--- src/rtl/adjust_controller.sv ---
// ============================================================================
//  Module      : adjust_controller
//  Description : Time-adjust sequencer for the alarm clock. Detects button
//                rising edges, arbitrates simultaneous presses (C>L>R>U>D),
//                runs the RUN/ADJUST state machine and issues field select
//                plus single-cycle increment/decrement pulses. Leaves ADJUST
//                after TIMEOUT_TICKS ticks without activity.
//  Options     : AUTO_REPEAT_EN - when defined, holding U or D alone emits a
//                pulse after HOLD_TICKS ticks and then every REPEAT_TICKS.
//  Revision    : 1.0 - initial release
// ============================================================================
`default_nettype none

module adjust_controller #(
  parameter int HOLD_TICKS    = 500,
  parameter int REPEAT_TICKS  = 100,
  parameter int TIMEOUT_TICKS = 10000,
  parameter int CW            = 16
) (
  input  logic       clk,
  input  logic       rst,
  input  logic       tick,
  input  logic       btn_c,
  input  logic       btn_u,
  input  logic       btn_d,
  input  logic       btn_l,
  input  logic       btn_r,
  output logic       adjust_mode,
  output logic [1:0] sel,
  output logic [3:0] sel_onehot,
  output logic       inc_pulse,
  output logic       dec_pulse
);

  // Tick parameters must fit the counter width and be non-zero.
  if (HOLD_TICKS < 1 || REPEAT_TICKS < 1 || TIMEOUT_TICKS < 1 ||
      HOLD_TICKS > (2**CW - 1) || REPEAT_TICKS > (2**CW - 1) ||
      TIMEOUT_TICKS > (2**CW - 1)) begin : g_param_check
    $error("adjust_controller: tick parameter out of range");
  end

  localparam logic [CW:0] c_timeout = (CW+1)'(TIMEOUT_TICKS);

  typedef enum logic [0:0] {
    ST_RUN    = 1'b0,
    ST_ADJUST = 1'b1
  } state_t;

  state_t        state_q, state_d;
  logic [1:0]    sel_q, sel_d;
  logic [3:0]    onehot_q, onehot_d;
  logic          inc_q, inc_d;
  logic          dec_q, dec_d;
  logic [CW-1:0] tmo_q, tmo_d;
  logic [4:0]    prev_q;           // {c, l, r, u, d}

  logic [4:0]    btn_w;
  logic [4:0]    rise_w;
  logic          acc_c, acc_l, acc_r, acc_u, acc_d, acc_any;
  logic          rep_fire;

  assign btn_w  = {btn_c, btn_l, btn_r, btn_u, btn_d};
  assign rise_w = btn_w & ~prev_q;

  // Fixed-priority arbitration: exactly one rising edge is accepted.
  assign acc_c   = rise_w[4];
  assign acc_l   = rise_w[3] & ~rise_w[4];
  assign acc_r   = rise_w[2] & ~|rise_w[4:3];
  assign acc_u   = rise_w[1] & ~|rise_w[4:2];
  assign acc_d   = rise_w[0] & ~|rise_w[4:1];
  assign acc_any = |rise_w;

`ifdef AUTO_REPEAT_EN
  localparam logic [CW:0] c_hold   = (CW+1)'(HOLD_TICKS);
  localparam logic [CW:0] c_repeat = (CW+1)'(REPEAT_TICKS);

  logic          rep_arm_q, rep_arm_d;     // a U/D hold is being timed
  logic          rep_up_q, rep_up_d;       // 1 = U held, 0 = D held
  logic          rep_phase_q, rep_phase_d; // 0 = waiting HOLD, 1 = repeating
  logic [CW-1:0] hold_q, hold_d;
  logic          rep_only_w;
  logic [CW:0]   rep_term_w;

  // The held button must be the only one high for the hold to keep counting.
  assign rep_only_w = rep_up_q ? (btn_w == 5'b00010) : (btn_w == 5'b00001);
  assign rep_term_w = rep_phase_q ? c_repeat : c_hold;
`endif

  // Next-state, select and pulse decisions.
  always_comb begin
    state_d  = state_q;
    sel_d    = sel_q;
    inc_d    = 1'b0;
    dec_d    = 1'b0;
    tmo_d    = tmo_q;
    rep_fire = 1'b0;
`ifdef AUTO_REPEAT_EN
    rep_arm_d   = rep_arm_q;
    rep_up_d    = rep_up_q;
    rep_phase_d = rep_phase_q;
    hold_d      = hold_q;
    if (rep_arm_q) begin
      if (!rep_only_w) begin
        // Release or another button: drop the hold, even at terminal count.
        rep_arm_d   = 1'b0;
        rep_phase_d = 1'b0;
        hold_d      = '0;
      end else if (tick) begin
        if (({1'b0, hold_q} + (CW+1)'(1)) >= rep_term_w) begin
          rep_fire    = 1'b1;
          rep_phase_d = 1'b1;
          hold_d      = '0;
        end else begin
          hold_d = hold_q + CW'(1);
        end
      end
    end
`endif

    case (state_q)
      ST_RUN: begin
        tmo_d = '0;
        if (acc_c) begin
          state_d = ST_ADJUST;
          sel_d   = 2'd0;
        end
      end
      ST_ADJUST: begin
        if (acc_any) begin
          // An accepted edge beats a coincident timeout.
          tmo_d = '0;
          if (acc_c) begin
            state_d = ST_RUN;
            sel_d   = 2'd0;
          end else if (acc_l) begin
            sel_d = sel_q - 2'd1;
          end else if (acc_r) begin
            sel_d = sel_q + 2'd1;
          end else if (acc_u) begin
            inc_d = 1'b1;
          end else if (acc_d) begin
            dec_d = 1'b1;
          end
`ifdef AUTO_REPEAT_EN
          if (acc_u || acc_d) begin
            rep_arm_d   = 1'b1;
            rep_up_d    = acc_u;
            rep_phase_d = 1'b0;
            hold_d      = '0;
          end
`endif
        end else if (rep_fire) begin
          tmo_d = '0;
`ifdef AUTO_REPEAT_EN
          inc_d = rep_up_q;
          dec_d = ~rep_up_q;
`endif
        end else if (tick) begin
          if (({1'b0, tmo_q} + (CW+1)'(1)) >= c_timeout) begin
            state_d = ST_RUN;
            sel_d   = 2'd0;
            tmo_d   = '0;
          end else begin
            tmo_d = tmo_q + CW'(1);
          end
        end
      end
      default: begin
        state_d = ST_RUN;
        sel_d   = 2'd0;
        tmo_d   = '0;
      end
    endcase

`ifdef AUTO_REPEAT_EN
    if (state_d == ST_RUN) begin
      rep_arm_d   = 1'b0;
      rep_phase_d = 1'b0;
      hold_d      = '0;
    end
`endif

    onehot_d = (state_d == ST_ADJUST) ? (4'b0001 << sel_d) : 4'b0000;
  end

  // State and output registers; reset captures button levels as history.
  always_ff @(posedge clk) begin
    if (rst) begin
      state_q  <= ST_RUN;
      sel_q    <= 2'd0;
      onehot_q <= 4'b0000;
      inc_q    <= 1'b0;
      dec_q    <= 1'b0;
      tmo_q    <= '0;
      prev_q   <= btn_w;
    end else begin
      state_q  <= state_d;
      sel_q    <= sel_d;
      onehot_q <= onehot_d;
      inc_q    <= inc_d;
      dec_q    <= dec_d;
      tmo_q    <= tmo_d;
      prev_q   <= btn_w;
    end
  end

`ifdef AUTO_REPEAT_EN
  // Hold/repeat timing registers.
  always_ff @(posedge clk) begin
    if (rst) begin
      rep_arm_q   <= 1'b0;
      rep_up_q    <= 1'b0;
      rep_phase_q <= 1'b0;
      hold_q      <= '0;
    end else begin
      rep_arm_q   <= rep_arm_d;
      rep_up_q    <= rep_up_d;
      rep_phase_q <= rep_phase_d;
      hold_q      <= hold_d;
    end
  end
`endif

  assign adjust_mode = (state_q == ST_ADJUST);
  assign sel         = sel_q;
  assign sel_onehot  = onehot_q;
  assign inc_pulse   = inc_q;
  assign dec_pulse   = dec_q;

endmodule

`default_nettype wire

--- config.mk ---
export PLATFORM = sky130hd
export DESIGN_NAME = adjust_controller
export DESIGN_NICKNAME = d
export VERILOG_FILES = /design/src/rtl/adjust_controller.sv
export SDC_FILE = /design/constraint.sdc
export NUM_CORES = 1
export LEC_CHECK = 0
export CAP_MARGIN = 15
export CORE_ASPECT_RATIO = 0.5
export CORE_MARGIN = 1.5
export CORE_UTILIZATION = 54
export CTS_CLUSTER_DIAMETER = 60
export CTS_CLUSTER_SIZE = 14
export DETAILED_ROUTE_END_ITERATION = 8
export PLACE_DENSITY_LB_ADDON = 0.1
export SYNTH_ARGS = -nofsm -noshare
export SYNTH_HDL_FRONTEND = slang
export SYNTH_SLANG_ARGS = --single-unit
--- constraint.sdc ---
create_clock -name clk -period 5.1 [get_ports clk]
set_input_delay 1.02 -clock clk [delete_from_list [all_inputs] [get_ports clk]]
set_output_delay 1.02 -clock clk [all_outputs]
set_load 0.005 [all_outputs]
==> impl_summary.txt, run 1 <==
----------------------------------------------------
[Worst setup path]
  Cells on worst reg2reg path ... 8
  Setup CP Type ... primary input to register
  Startpoint of the worst setup timing path ... btn_r
  Worst-path maximum fanout ... 16
  Kind of end point of the critical path ... register
  Termination of the worst setup path ... tmo_q[11]
  Worst r2r src ... tmo_q[0]
  Capturing point of the worst reg2reg path ... tmo_q[11]
  Kind of launch point of the worst setup path ... primary input
  Worst Path Arrival ... 3.40 ns
  Worst R2R Setup Slack ... 2.16 ns
  Required time at the worst-slack endpoint ... 5.32 ns

[GRT]
  GRT Resource Usage Total ... 24.2%
  Number of global-route vias before repair ... 1253
  Grt total ovfl ... 0
  Largest net degree at the start of global routing ... 17
  Number of antenna violations at the first check in global routing ... 0
  Global-route wire length before repair ... 5730 um

[Placed design]
  DP Wirelength ... 2380 um
  Routability cong. ... 0.915
  Count of buffers from port buffering ... 16

[Final layout]
  Antenna diode instance count ... 0
  Layout overhead on the synthesized area ... 20.0%
  Fraction of layout cells with a size suffix above 1 ... 9.90%
  Final nets ... 211

[Die]
  Area of the core ... 2670 um^2
  Cell row count ... 13
  Initial Util ... 58.8%
  Total die area ... 3260 um^2
  Die boundary width ... 79.2 um
  Die height ... 41.1 um
  I/O pin cnt ... 17

[Synth]
  Main flop type after synthesis ... sky130_fd_sc_hd__dfxtp_1
  Syn Std Cell Area ... 1570 um^2
  Library cells used by synthesis ... 50
  Ys async rst share ... 0%
  Count of flip-flops with a built-in enable after synthesis ... 0
  Synth Register Bits ... 30
  Number of instances in the synthesized netlist ... 186
  Syn Nets ... 196
  Synthesized area per cell ... 8.44 um^2
  Most used standard cell by instance count after synthesis ... sky130_fd_sc_hd__dfxtp_1
  Cells taking the most area after synthesis ... sky130_fd_sc_hd__dfxtp_1 (38%), sky130_fd_sc_hd__nor2_1 (4.3%), sky130_fd_sc_hd__a21oi_1 (3.8%)
  Sequential share of the synthesized area ... 38.3%
  Top cell types by occurrence after synthesis ... sky130_fd_sc_hd__dfxtp_1 (30), sky130_fd_sc_hd__nor2_1 (18), sky130_fd_sc_hd__nand2_1 (15)
  Syn. warnings ... 0
  Fraction of post-synthesis cell area in the top cell type by area ... 38.3%
  Biggest area consumer among synthesized cells ... sky130_fd_sc_hd__dfxtp_1

[Drt]
  DR pass1 iterations ... 4
  Number of remaining DRC errors ... 0
  DRT iter0 DRCs ... 80
  Total via count after detailed routing ... 1448
  Routed length per placed instance ... 14.6 um
  Avg Vias per Cell ... 6.06
  DRT antenna net count ... 0
  Post-detailed-routing wire length ... 3490 um

[Run status]
  Status ... finished clean

[STA]
  Tightest slew margin relative to the limit ... 59.5%
  Top achievable clock speed ... 315 MHz
  Post-route minimum period ... 3.17 ns
  Unrepaired setup endpoints after global routing ... false
  Number of hold violations in the final report ... 0
  Fin Setup TNS ... 0 ns
  Final-report max-slew violation count ... 0
  Final Cycle Share ... 62.3%
  Slew of the pin with the lowest slew margin ... 0.605 ns
  Setup-failing EPs final ... 0
  Hold slack ... 0.480 ns
  Layout Skew ... 0.00596 ns

[Pwr]
  Comb power frac ... 5.8%
  Peak supply drop ... 220 uV
  Sequential fraction of design power ... 41.8%
  Power Density ... 307 nW/um^2
  Sw Pwr ... 0.000115 W
  Internal Pwr Total ... 0.000463 W
  Switching portion of total power ... 19.9%
  Static leakage ... 0.671 nW
  Clock power frac ... 52.4%

[Clocking]
  Max Buffers Root-to-Sink ... 2
  Clock tree from TritonCTS ... done
  Count of hold buffers inserted by post-cts repair ... 0
  Clock latency reported for the late side of the worst-skew pair ... 0.29 ns
  Number of resized instances in the post-cts repair step ... 0
  Clk root buf ... sky130_fd_sc_hd__clkbuf_8
  Number of H-tree levels ... 2
  Number of sinks driven by the clock tree ... 30
  Clock slew at reported path FFs ... 0.07 ns
  TritonCTS buffer count ... 5
  Buffers inserted by post-CTS timing repair ... 0

[Run]
  # Max-Cap Violations ... 0

[Worst hold path]
  Min-Delay Path Class ... register to register

----------------------------------------------------
[per-layer routing]
| metal | GRT usage, % | wire length [um] |
|---|---|---|
| met1 | 31.0 | 1690 |
| met2 | 40.0 | 1570 |
| met3 | 6.67 | 178 |
| met4 | 10.5 | 54 |
| met5 | 0 | 0 |
[worst min-delay path by stage]
stage,to,startpoint,slack (ns),cells after the start
after floorplan,tmo_q[15],tmo_q[15],0.45,1
after global placement,tmo_q[15],tmo_q[15],0.47,1
after detailed placement,tmo_q[15],tmo_q[15],0.47,1
after CTS,tmo_q[15],tmo_q[15],0.49,1
after global routing,tmo_q[14],tmo_q[14],0.51,1
final,tmo_q[15],tmo_q[15],0.48,1
[worst max-delay path, cell delays in order]
cell and delay [ns]:
sky130_fd_sc_hd__clkdlybuf4s50_1 0.41, sky130_fd_sc_hd__nor2b_1 0.15, sky130_fd_sc_hd__a21o_1 0.20, sky130_fd_sc_hd__nor4_1 0.37, sky130_fd_sc_hd__o2111ai_1 0.33, sky130_fd_sc_hd__nor3_4 0.54
sky130_fd_sc_hd__o21ai_0 0.19, sky130_fd_sc_hd__a31oi_1 0.19
[sequential cells by signal, summed over array words and instances, names as in the netlist]
signal and cells:
tmo_q 16, prev_q 5, sel_onehot 4, sel 2, adjust_mode 1, dec_pulse 1
inc_pulse 1
[per-stage QoR]
step / area (um^2) / power [W] / setup WS, ns / utilization [%] / cells
6_report: 1880 / 0.000578 / 1.93 / 70.6 / 239
5_1_grt: 1880 / 0.000594 / 1.74 / 70.6 / 239
4_1_cts: 1880 / 0.000582 / 1.90 / 70.6 / 239
3_5_place_dp: 1740 / 0.000280 / 1.62 / 65.2 / 231
3_3_place_gp: 1740 / 0.000279 / 1.72 / 65.2 / 231
2_1_floorplan: 1570 / 0.000265 / 2.44 / - / 186
[cells in the final DEF, fill, tap and decap left out, types with 3 or more instances in the layout]
| cell type | instances |
|---|---|
| sky130_fd_sc_hd__clkbuf_8 | 6 |
| sky130_fd_sc_hd__o21ai_1 | 3 |
| sky130_fd_sc_hd__nand3_1 | 9 |
| sky130_fd_sc_hd__nor4_1 | 6 |
| sky130_fd_sc_hd__inv_1 | 8 |
| sky130_fd_sc_hd__nand2_1 | 15 |
| sky130_fd_sc_hd__and3_1 | 5 |
| sky130_fd_sc_hd__nor2_1 | 18 |
| sky130_fd_sc_hd__nand2b_1 | 5 |
| sky130_fd_sc_hd__dfxtp_1 | 30 |
| sky130_fd_sc_hd__a21oi_1 | 12 |
| sky130_fd_sc_hd__nor3_1 | 7 |
| sky130_fd_sc_hd__xnor2_1 | 3 |
| sky130_fd_sc_hd__o211ai_1 | 3 |
| sky130_fd_sc_hd__o21ai_0 | 5 |
| sky130_fd_sc_hd__a31oi_1 | 6 |
| sky130_fd_sc_hd__clkdlybuf4s50_1 | 16 |
[area by class of cell]
cell class | instances | area, um^2
Multi-Input combinational cell | 140 | 903
Fill cell | 215 | 785
Sequential cell | 30 | 601
Timing Repair Buffer | 16 | 160
Clock buffer | 6 | 82.6
Clock inverter | 2 | 60.1
Tap cell | 37 | 46.3
Inverter | 8 | 30.0
[power by group through the flow]
stage | Sequential (W) | Combinational [W] | Clock (W)
3_5_place_dp | 0.000247 | 0.0000331 | 0
4_1_cts | 0.000241 | 0.0000334 | 0.000307
2_1_floorplan | 0.000247 | 0.0000187 | 0
6_report | 0.000242 | 0.0000335 | 0.000303
5_1_grt | 0.000242 | 0.0000371 | 0.000315
3_3_place_gp | 0.000247 | 0.0000328 | 0
[cells by family (layout without fill, tap and decap cells)]
| family | count (synthesis) | after routing | share of synthesized area, % |
|---|---|---|---|
| compound gates | 50 | 50 | 23.4 |
| xor+xnor | 4 | 4 | 2.71 |
| fa+ha+maj | 2 | 2 | 1.59 |
| mux | 2 | 2 | 1.28 |
| buf+inv | 16 | 32 | 4.15 |
| simple gates | 82 | 82 | 28.6 |
| flops | 30 | 30 | 38.3 |
Power figures use the tool's default switching activity.
==> inputs of run 2 (changes only) <==
clock period = 3.2 ns   (was 5.1 ns; I/O delays follow)
==> impl_summary.txt, run 2 (synthesized netlist as in run 1, its figures left out) <==
----------------------------------------------------
[Run status]
  Status ... finished clean

[Drt]
  Routed length per placed instance ... 14.7 um
  Total via count after detailed routing ... 1498
  DR pass1 iterations ... 5
  Post-detailed-routing wire length ... 3570 um
  Number of remaining DRC errors ... 0
  DRT iter0 DRCs ... 151
  Avg Vias per Cell ... 6.16
  DRT antenna net count ... 0

[Pwr]
  Switching portion of total power ... 22.9%
  Internal Pwr Total ... 0.000581 W
  Comb power frac ... 7.4%
  Sw Pwr ... 0.000173 W
  Sequential fraction of design power ... 51.1%
  Peak supply drop ... 257 uV
  Total power of the final layout ... 0.000754 W
  Power Density ... 405 nW/um^2
  Clock power frac ... 41.5%
  Static leakage ... 0.668 nW

[Clocking]
  Clk root buf ... sky130_fd_sc_hd__clkbuf_8
  Clock slew at reported path FFs ... 0.06 ns
  Clock latency reported for the late side of the worst-skew pair ... 0.28 ns
  TritonCTS buffer count ... 5
  Number of sinks driven by the clock tree ... 30
  Number of H-tree levels ... 2
  Count of hold buffers inserted by post-cts repair ... 0
  Buffers inserted by post-CTS timing repair ... 0
  Clock tree from TritonCTS ... done
  Number of resized instances in the post-cts repair step ... 0
  Max Buffers Root-to-Sink ... 2

[Die]
  Initial Util ... 58.8%
  Die height ... 41.1 um
  I/O pin cnt ... 17
  Total die area ... 3260 um^2
  Cell row count ... 13
  Area of the core ... 2670 um^2
  Die boundary width ... 79.2 um

[Worst setup path]
  Kind of end point of the critical path ... register
  Worst Path Arrival ... 3.04 ns
  Worst R2R Setup Slack ... 0.31 ns
  Worst r2r src ... tmo_q[1]
  Startpoint of the worst setup timing path ... tmo_q[1]
  Cells on worst reg2reg path ... 9
  Required time at the worst-slack endpoint ... 3.36 ns
  Worst-path maximum fanout ... 16
  Capturing point of the worst reg2reg path ... tmo_q[6]
  Setup CP Type ... register to register
  Kind of launch point of the worst setup path ... register

[STA]
  Tightest slew margin relative to the limit ... 58.3%
  Unrepaired setup endpoints after global routing ... false
  Number of hold violations in the final report ... 0
  Setup-failing EPs final ... 0
  Final-report max-slew violation count ... 0
  Layout Skew ... 0.00533 ns
  Top achievable clock speed ... 347 MHz
  Post-route minimum period ... 2.89 ns
  Slew of the pin with the lowest slew margin ... 0.624 ns
  Hold slack ... 0.488 ns
  Final Cycle Share ... 90.2%
  Fin Setup TNS ... 0 ns

[GRT]
  Global-route wire length before repair ... 5440 um
  GRT Resource Usage Total ... 23.2%
  Grt total ovfl ... 0
  Number of antenna violations at the first check in global routing ... 0
  Largest net degree at the start of global routing ... 17
  Number of global-route vias before repair ... 1164

[Final layout]
  Final Cell Area ... 1860 um^2
  Most common library cell in the layout ignoring fill and taps ... sky130_fd_sc_hd__dfxtp_1
  Top register by number of flip-flops ... tmo_q
  Antenna diode instance count ... 0
  Final core utilization ... 69.8%
  Most frequent cells in the layout ... sky130_fd_sc_hd__dfxtp_1 (30), sky130_fd_sc_hd__nor2_1 (18), sky130_fd_sc_hd__clkdlybuf4s50_1 (16)
  Max reg flops ... 16
  Layout overhead on the synthesized area ... 18.7%
  Fraction of layout cells with a size suffix above 1 ... 11.2%
  Final nets ... 215

[Placed design]
  DP Wirelength ... 2550 um
  Count of buffers from port buffering ... 16
  Routability cong. ... 0.849
  Placed cell areas ... 1770 um^2

[Worst hold path]
  Min-Delay Path Class ... register to register
  Worst min-delay path endpoint ... tmo_q[15]
  Depth of the worst hold-timing path ... 1
  Startpoint of the worst hold path ... tmo_q[15]

[Run]
  # Max-Cap Violations ... 0

----------------------------------------------------
## run 2: changes by cell type in the layout (fill, tap and decap cells not counted)
cell	previous run	this run
sky130_fd_sc_hd__buf_4	0	4
sky130_fd_sc_hd__bufinv_16	2	0
sky130_fd_sc_hd__clkbuf_1	0	1
sky130_fd_sc_hd__clkinv_2	0	1
## run 2: final cells by class
type	count	area (um^2)
Timing Repair Buffer	20	190
Sequential cell	30	601
Tap cell	37	46.3
Clock inverter	1	5.00
Clock buffer	7	86.3
Inverter	8	30.0
Multi-Input combinational cell	140	903
Fill cell	207	806
## run 2: layer usage
metal / routed length [um] / GRT usage [%] / vias to the layer above
li1: - / - / 727
met1: 1700 / 29.4 / 695
met2: 1540 / 39.1 / 69
met3: 294 / 9.78 / 7
met4: 35 / 3.07 / 0
met5: 0 / 0 / -
## run 2: how the worst max path moves through the flow
stage / to / slack, ns / depth (start not counted)
floorplan: tmo_q[12] / 0.69 / 9
global placement: tmo_q[6] / 0.42 / 9
detailed placement: tmo_q[6] / 0.27 / 9
CTS: tmo_q[6] / 0.35 / 9
global route: tmo_q[6] / 0.21 / 9
finish: tmo_q[6] / 0.31 / 9
## run 2: per-stage QoR
stage / worst slack, ns / std cells
floorplan: 0.692 / 186
global placement: 0.423 / 235
detailed placement: 0.269 / 235
CTS: 0.350 / 243
global route: 0.209 / 243
finish: 0.315 / 243
## run 2: power groups by stage
stage                     registers (W)  logic (W)  clock network (W)
final                          0.000385  0.0000560           0.000313
after CTS                      0.000385  0.0000558           0.000317
after global placement         0.000393  0.0000545                  0
after floorplan                0.000393  0.0000299                  0
after detailed placement       0.000393  0.0000554                  0
after global routing           0.000386  0.0000614           0.000335
## run 2: critical path: stages (launching register included)
cell                        delay, ns
sky130_fd_sc_hd__dfxtp_1         0.48
sky130_fd_sc_hd__ha_1            0.33
sky130_fd_sc_hd__nand3_1         0.18
sky130_fd_sc_hd__or4_1           0.51
sky130_fd_sc_hd__a41o_1          0.28
sky130_fd_sc_hd__o2111ai_1       0.41
sky130_fd_sc_hd__nor3_4          0.05
sky130_fd_sc_hd__buf_4           0.21
sky130_fd_sc_hd__a41oi_1         0.24
sky130_fd_sc_hd__a31oi_1         0.06
